===== src/rtl/reflet_dma.sv =====
// reflet_dma: single-channel memory-to-memory copy engine.
//
// The CPU programs SRC, DST and LEN through a small register port, then
// writes CTRL[0]=1. The engine takes the system bus (bus_request), copies
// LEN words one at a time (one READ cycle, one WRITE cycle per word),
// releases the bus and pulses irq for one cycle.
//
// Ports:
//   clk, reset           clock, asynchronous active-high reset
//   enable, addr,        register port: 0=SRC 1=DST 2=LEN 3=CTRL
//   write_en, data_in,
//   data_out             read data, 0 when enable=0 (OR-combinable)
//   bus_request          high while the engine owns the bus
//   m_addr, m_write_en,  initiator side, all 0 when bus_request=0
//   m_data_out
//   m_data_in            OR-combined responder read data
//   irq                  one-cycle completion pulse
//   CTRL read value: {0..., done, busy}

module reflet_dma #(
    parameter int wordsize = 8
) (
    input  logic                clk,
    input  logic                reset,
    input  logic                enable,
    input  logic [1:0]          addr,
    input  logic                write_en,
    input  logic [wordsize-1:0] data_in,
    output logic [wordsize-1:0] data_out,
    output logic                bus_request,
    output logic [wordsize-1:0] m_addr,
    output logic                m_write_en,
    output logic [wordsize-1:0] m_data_out,
    input  logic [wordsize-1:0] m_data_in,
    output logic                irq
);

    typedef enum logic [2:0] {
        IDLE,
        GRANT,
        READ,
        WRITE,
        FINISH
    } state_t;

    localparam logic [wordsize-1:0] one = wordsize'(1);

    state_t              state;
    logic [wordsize-1:0] src;
    logic [wordsize-1:0] dst;
    logic [wordsize-1:0] len;
    logic                done;
    logic                busy;
    logic [wordsize-1:0] ctrl_val;

    assign busy = (state != IDLE);

    // Outputs are registered: each transition loads the values the bus
    // must show during the state being entered.
    always_ff @(posedge clk or posedge reset) begin
        if (reset) begin
            state       <= IDLE;
            src         <= '0;
            dst         <= '0;
            len         <= '0;
            done        <= 1'b0;
            irq         <= 1'b0;
            bus_request <= 1'b0;
            m_addr      <= '0;
            m_write_en  <= 1'b0;
        end else begin
            case (state)
                IDLE: begin
                    irq <= 1'b0;
                    if (enable && write_en) begin
                        case (addr)
                            2'd0: src <= data_in;
                            2'd1: dst <= data_in;
                            2'd2: len <= data_in;
                            default: begin
                                if (data_in[0]) begin
                                    if (len != '0) begin
                                        state       <= GRANT;
                                        bus_request <= 1'b1;
                                        done        <= 1'b0;
                                    end else begin
                                        // empty transfer: complete without touching the bus
                                        state <= FINISH;
                                        done  <= 1'b1;
                                        irq   <= 1'b1;
                                    end
                                end else if (data_in[1]) begin
                                    done <= 1'b0;
                                end
                            end
                        endcase
                    end
                end
                GRANT: begin
                    state  <= READ;
                    m_addr <= src;
                end
                READ: begin
                    state      <= WRITE;
                    m_addr     <= dst;
                    m_write_en <= 1'b1;
                end
                WRITE: begin
                    src        <= src + one;
                    dst        <= dst + one;
                    len        <= len - one;
                    m_write_en <= 1'b0;
                    if (len != one) begin
                        state  <= READ;
                        m_addr <= src + one;
                    end else begin
                        state       <= FINISH;
                        bus_request <= 1'b0;
                        m_addr      <= '0;
                        done        <= 1'b1;
                        irq         <= 1'b1;
                    end
                end
                FINISH: begin
                    irq   <= 1'b0;
                    state <= IDLE;
                end
                default: state <= IDLE;
            endcase
        end
    end

    // The responder's registered read data for the READ address arrives
    // during WRITE, so it is forwarded straight onto the write data bus.
    assign m_data_out = (state == WRITE) ? m_data_in : '0;

    always_comb begin
        ctrl_val      = '0;
        ctrl_val[1:0] = {done, busy};
    end

    always_comb begin
        data_out = '0;
        if (enable && !write_en) begin
            case (addr)
                2'd0:    data_out = src;
                2'd1:    data_out = dst;
                2'd2:    data_out = len;
                default: data_out = ctrl_val;
            endcase
        end
    end

endmodule


===== config.mk =====
export PLATFORM = sky130hd
export DESIGN_NAME = reflet_dma
export DESIGN_NICKNAME = d
export VERILOG_FILES = /design/src/rtl/reflet_dma.sv
export SDC_FILE = /design/constraint.sdc
export NUM_CORES = 1
export LEC_CHECK = 0
export CAP_MARGIN = 0
export CORE_MARGIN = 2
export CORE_UTILIZATION = 25
export DETAILED_ROUTE_END_ITERATION = 8
export DONT_BUFFER_PORTS = 1
export MAX_ROUTING_LAYER = met4
export PLACE_DENSITY_LB_ADDON = 0.08
export SETUP_SLACK_MARGIN = 0.3
export SKIP_CTS_REPAIR_TIMING = 1
export SYNTH_ARGS = -nofsm -noshare
export SYNTH_HDL_FRONTEND = slang
export SYNTH_SLANG_ARGS = --single-unit

===== constraint.sdc =====
create_clock -name clk -period 3.82 [get_ports clk]
set_clock_uncertainty 0.05 [all_clocks]
set_input_delay 1.146 -clock clk [delete_from_list [all_inputs] [get_ports clk]]
set_output_delay 1.146 -clock clk [all_outputs]
set_load 0.01 [all_outputs]

==> flow_summary.json, run 1 <==
{
  "run_status": "completed",
  "drc": 0,
  "hold-worst-slack_ns": 0.491,
  "initial_core_util_pct": 25.6,
  "path_max_fanout": 14,
  "io_pins": 49,
  "final.period_utilization_pct": 80.7,
  "via_per_inst": 5.29,
  "syn_inst": 322,
  "fp.coreArea_um2": 10800,
  "clk_path_buf_depth": 2,
  "crit_buf_inv": 0,
  "critPathCaptureType": "primary output",
  "yosysSeqAreaShare_pct": 35.4,
  "relSlewSlack_pct": 38.7,
  "grt-ovfl-total": 0,
  "maxClockFrequency_mhz": 324,
  "async_reset_ff_share_pct": 100,
  "gp_congestion": 0.778,
  "rows": 38,
  "setup.worst_path.class": "in -> out",
  "slowest_delay_ns": 0.35,
  "setup_violations": 0,
  "routed_wl_um": 9280,
  "drt_iter0_drc": 127,
  "clock_sinks": 39,
  "synth-seq-cells": 39,
  "ir_drop_v": 0.000297,
  "grtUsageTotal_pct": 17.0,
  "dpl_cell_area_um2": 2860,
  "multi_input_area_um2": 1620,
  "nFillCells": 1154,
  "cts_tree": "yes",
  "finalInstanceArea_um2": 2960,
  "setup_tns_ns": 0,
  "cts-root-buf": "clkbuf_8",
  "clk-insertion-delay-late_ns": 0.30,
  "seqCellArea_um2": 976,
  "cp_top_family": "simple AND/OR/NAND/NOR gates",
  "power_mw": 2.50,
  "rsz0062_at_grt": "no",
  "synth_edf_count": 0,
  "synth_nets": 349,
  "synth_area_per_cell_um2": 8.57,
  "hpwl_um": 6850,
  "netlist_area_um2": 2760,
  "port_buffers": 0,
  "antenna_found_initial": 0,
  "ant_nets": 0,
  "startpoint_type": "input pin",
  "final_nets": 340,
  "grt_pass1_vias": 2325,
  "drv_slew": 0,
  "holdCritPathClass": "reg -> reg",
  "htreeDepth": 2,
  "dr.pass1.iters": 4,
  "fp.dieW_um": 109,
  "post-route-min-period_ns": 3.08,
  "dieArea_um2": 11900,
  "final_common_cell": "dfrtp_1",
  "drv_cap": 0,
  "ys_types": 61,
  "path_clk_slew_ns": 0.09,
  "reg2reg_slack_ns": 1.47,
  "tightest_slew_ns": 0.917,
  "routedWlPerCell_um": 20.4,
  "power-per-cell-area_nw_per_um2": 846,
  "synth.yosys.warnings": 0,
  "leakagePower_nw": 1.14,
  "cts_buffers": 5,
  "syn_to_final_growth_pct": 7.30,
  "worstPathRequired_ns": 2.62,
  "cp_data_arrival_time_ns": 1.89,
  "path_cells": "nor2b_1 -> a21oi_1 -> nor2_1",
  "grt_max_degree": 40,
  "vias": 2400,
  "critPathSlowestCell": "nor2b_1",
  "grt_pass1_wl_um": 14600,
  "final-hold-violation-count": 0,
  "floorplan.die.height_um": 109,
  "ys.flop_type": "dfrtp_1",
  "antenna_cells": 0,
  "fin_util_pct": 27.4,
  "layout_common_cells": "dfrtp_1 (39), nor2_1 (34), nand2_1 (26), o21ai_0 (26), a21oi_1 (26)",
  "drive_above_1_share_pct": 9.87
}
-- report_power, final --
group | switching, mW | internal, mW | total (mW)
combinational | 0.715 | 0.497 | 1.21
sequential | 0.351 | 0.612 | 0.963
clock | 0.163 | 0.165 | 0.328
-- layer usage --
metal / GRT usage [%] / vias to the layer above / routed length, um
met3: 4.24 / 5 / 483
met1: 23.9 / 1175 / 4520
met2: 25.0 / 58 / 4230
li1: - / 1162 / -
met5: - / - / 0
met4: 2.47 / 0 / 42
-- cells in the mapped netlist (all sizes together), types with 3 or more instances --
cell	n	share of area, %
and2	10	2.3
a221oi	3	2.9
o2bb2ai	3	0.95
clkbuf	9	1.2
a41oi	3	0.95
a211oi	4	1.1
o22ai	7	1.6
nand2b	4	0.91
buf	13	3.1
inv	13	1.8
ha	5	2.3
a222oi	3	1.1
nand2	27	3.8
o22a	4	1.3
a22o	3	0.95
nor3	8	1.5
dfrtp	39	35
mux2i	9	3.3
a21oi	28	5.4
a31oi	6	1.4
o31ai	4	1.3
nor2b	7	1.6
o21ai	30	5.7
nand3	11	2.0
xnor2	3	0.95
nor2	35	4.9
-- sequential cells by signal (all words and copies together), names as in the netlist --
register,flops
bus_request,1
done,1
dst,8
irq,1
len,8
m_addr,8
m_write_en,1
src,8
state,3
-- cell families after synthesis --
family / after synthesis / share of synthesized area [%]
flops: 39 / 35.4
fa+ha+maj: 5 / 2.27
xor+xnor: 4 / 1.27
compound gates: 113 / 29.4
mux: 10 / 4.08
buf+inv: 35 / 6.08
simple gates: 116 / 21.5
-- metrics by stage --
stage               instances  worst slack [ns]
finish                    454             0.736
global route              454             0.612
CTS                       454             0.733
detailed placement        446             0.731
global placement          446             0.726
floorplan                 322             0.524
-- layout make-up --
type	instances	area share, %
well taps	140	5.92
repair buffers	6	1.52
inverters	13	1.65
flip-flops and latches	39	33.0
multi-input cells	248	54.6
clock buffers	8	3.38
-- worst min-delay path: cells and delay by family, from the launching register on --
family | cells | cell delay, ns
multiplexers | 1 | 0.06
flip-flops | 1 | 0.39
buffers and inverters | 1 | 0.05
-- worst paths after layout --
path / start / cells after the start / endpoint
min in group asynchronous: reset / 1 / len[2]
min: done / 2 / done
max: addr[1] / 3 / data_out[5]
max in group asynchronous: reset / 1 / m_addr[3]
max reg2reg: state[1] / 5 / src[6]
min reg2reg: done / 2 / done
Power figures use the tool's default switching activity.
==> run 2, diff against run 1 <==
==> constraint.sdc (replaced) <==
create_clock -name clk -period 3.1 [get_ports clk]
set_clock_uncertainty 0.05 [all_clocks]
set_input_delay 0.93 -clock clk [delete_from_list [all_inputs] [get_ports clk]]
set_output_delay 0.93 -clock clk [all_outputs]
set_load 0.01 [all_outputs]
==> run 2 against run 1 <==
  * Non-clock buffer count rose by 1
  * Flip-flop and latch count did not move
  * Sequential power rose by 21%
  * Worst setup slack got worse by 0.32 ns
  * Design area rose by 0.85%
  * Cell count rose by 0.22%
  * Core utilization rose by 0.23 points
  * Via count fell by 0.71%
  * Largest power group unchanged
==> flow_summary.json, run 2 (synthesis gave the netlist of run 1 again) <==
{
  "grtUsageTotal_pct": 16.7,
  "drt_iter0_drc": 84,
  "path_cells": "nor2b_1 -> a21oi_1 -> nor2_1",
  "slowest_delay_ns": 0.42,
  "final_nets": 341,
  "relSlewSlack_pct": 40.2,
  "grt_max_degree": 40,
  "antenna_found_initial": 0,
  "ant_nets": 0,
  "routedWlPerCell_um": 19.9,
  "floorplan.die.height_um": 109,
  "placed_cells": 447,
  "post-route-min-period_ns": 2.69,
  "path_max_fanout": 14,
  "final-hold-violation-count": 0,
  "syn_to_final_growth_pct": 8.21,
  "leakagePower_nw": 1.16,
  "drive_above_1_share_pct": 10.5,
  "fp.coreArea_um2": 10800,
  "vias": 2383,
  "final.period_utilization_pct": 86.7,
  "setup_violations": 0,
  "cts_buffers": 5,
  "rows": 38,
  "worstPathRequired_ns": 2.12,
  "clk-insertion-delay-late_ns": 0.29,
  "htreeDepth": 2,
  "dpl_cell_area_um2": 2870,
  "gp_congestion": 0.797,
  "drv_cap": 0,
  "critPathSlowestCell": "nor2b_1",
  "startpoint_type": "input pin",
  "grt_pass1_wl_um": 14400,
  "power_mw": 3.13,
  "ir_drop_v": 0.000225,
  "hpwl_um": 6860,
  "dieArea_um2": 11900,
  "cp_data_arrival_time_ns": 1.71,
  "final_common_cell": "dfrtp_1",
  "layout_common_cells": "dfrtp_1 (39), nor2_1 (34), nand2_1 (26), o21ai_0 (26), a21oi_1 (26)",
  "setup_tns_ns": 0,
  "tightest_slew_ns": 0.897,
  "drc": 0,
  "dr.pass1.iters": 4,
  "finalInstanceArea_um2": 2990,
  "antenna_cells": 0,
  "initial_core_util_pct": 25.6,
  "port_buffers": 0,
  "grt_pass1_vias": 2331,
  "r2r-start": "state[1]",
  "path_clk_slew_ns": 0.08,
  "maxClockFrequency_mhz": 372,
  "cts-root-buf": "clkbuf_8",
  "clk_path_buf_depth": 2,
  "power-per-cell-area_nw_per_um2": 1050,
  "drv_slew": 0,
  "grt-ovfl-total": 0,
  "run_status": "completed",
  "routed_wl_um": 9080,
  "holdCritPathClass": "reg -> reg",
  "fp.dieW_um": 109,
  "critPathCaptureType": "primary output",
  "clock_sinks": 39,
  "rsz0062_at_grt": "no",
  "io_pins": 49,
  "crit_start": "addr[1]",
  "setup.worst_path.class": "in -> out",
  "fin_util_pct": 27.7,
  "hp-start": "done",
  "cts_tree": "yes",
  "layout.cells.non_filler": 455,
  "nFillCells": 1173,
  "via_per_inst": 5.24
}
## run 2: power breakdown
group          switching (mW)  internal (mW)
Sequential              0.420          0.755
Clock                   0.198          0.261
Combinational           0.880          0.620
Total                    1.50           1.64
## run 2: path summary, 6_finish.rpt
check	end	slack, ns	cells after the start
setup / recovery	data_out[7]	0.41	3
hold / removal	done	0.49	2
setup reg to reg	src[6]	0.92	5
hold reg to reg	done	0.49	2
max in group asynchronous	state[2]	1.78	1
min in group asynchronous	len[3]	0.64	1
## run 2: area by class of cell
type | instances | area, um2 | area share (%)
Inverter | 13 | 48.8 | 1.63
Clock inverter | 2 | 35.0 | 1.17
Sequential cell | 39 | 976 | 32.7
Timing Repair Buffer | 7 | 52.6 | 1.76
Clock buffer | 6 | 82.6 | 2.77
Multi-Input combinational cell | 248 | 1620 | 54.1
Tap cell | 140 | 175 | 5.87
## run 2: worst max-delay path, delay by kind of cell
kind            cells  cell delay, ns
simple gates        2            0.64
compound gates      1            0.13
## run 2: per-stage QoR
stage          hold WS, ns  setup WS (ns)
2_1_floorplan        0.444          0.371
3_3_place_gp         0.459          0.429
3_5_place_dp         0.472          0.418
4_1_cts              0.485          0.415
5_1_grt              0.506          0.332
6_report             0.486          0.414
## run 2: routing by layer
metal,track usage [%],wire length [um],part of all wire (%)
met1,23.3,4280,47
met3,2.57,411,4.5
met5,-,0,0
met4,3.11,36,0.40
met2,25.6,4350,48
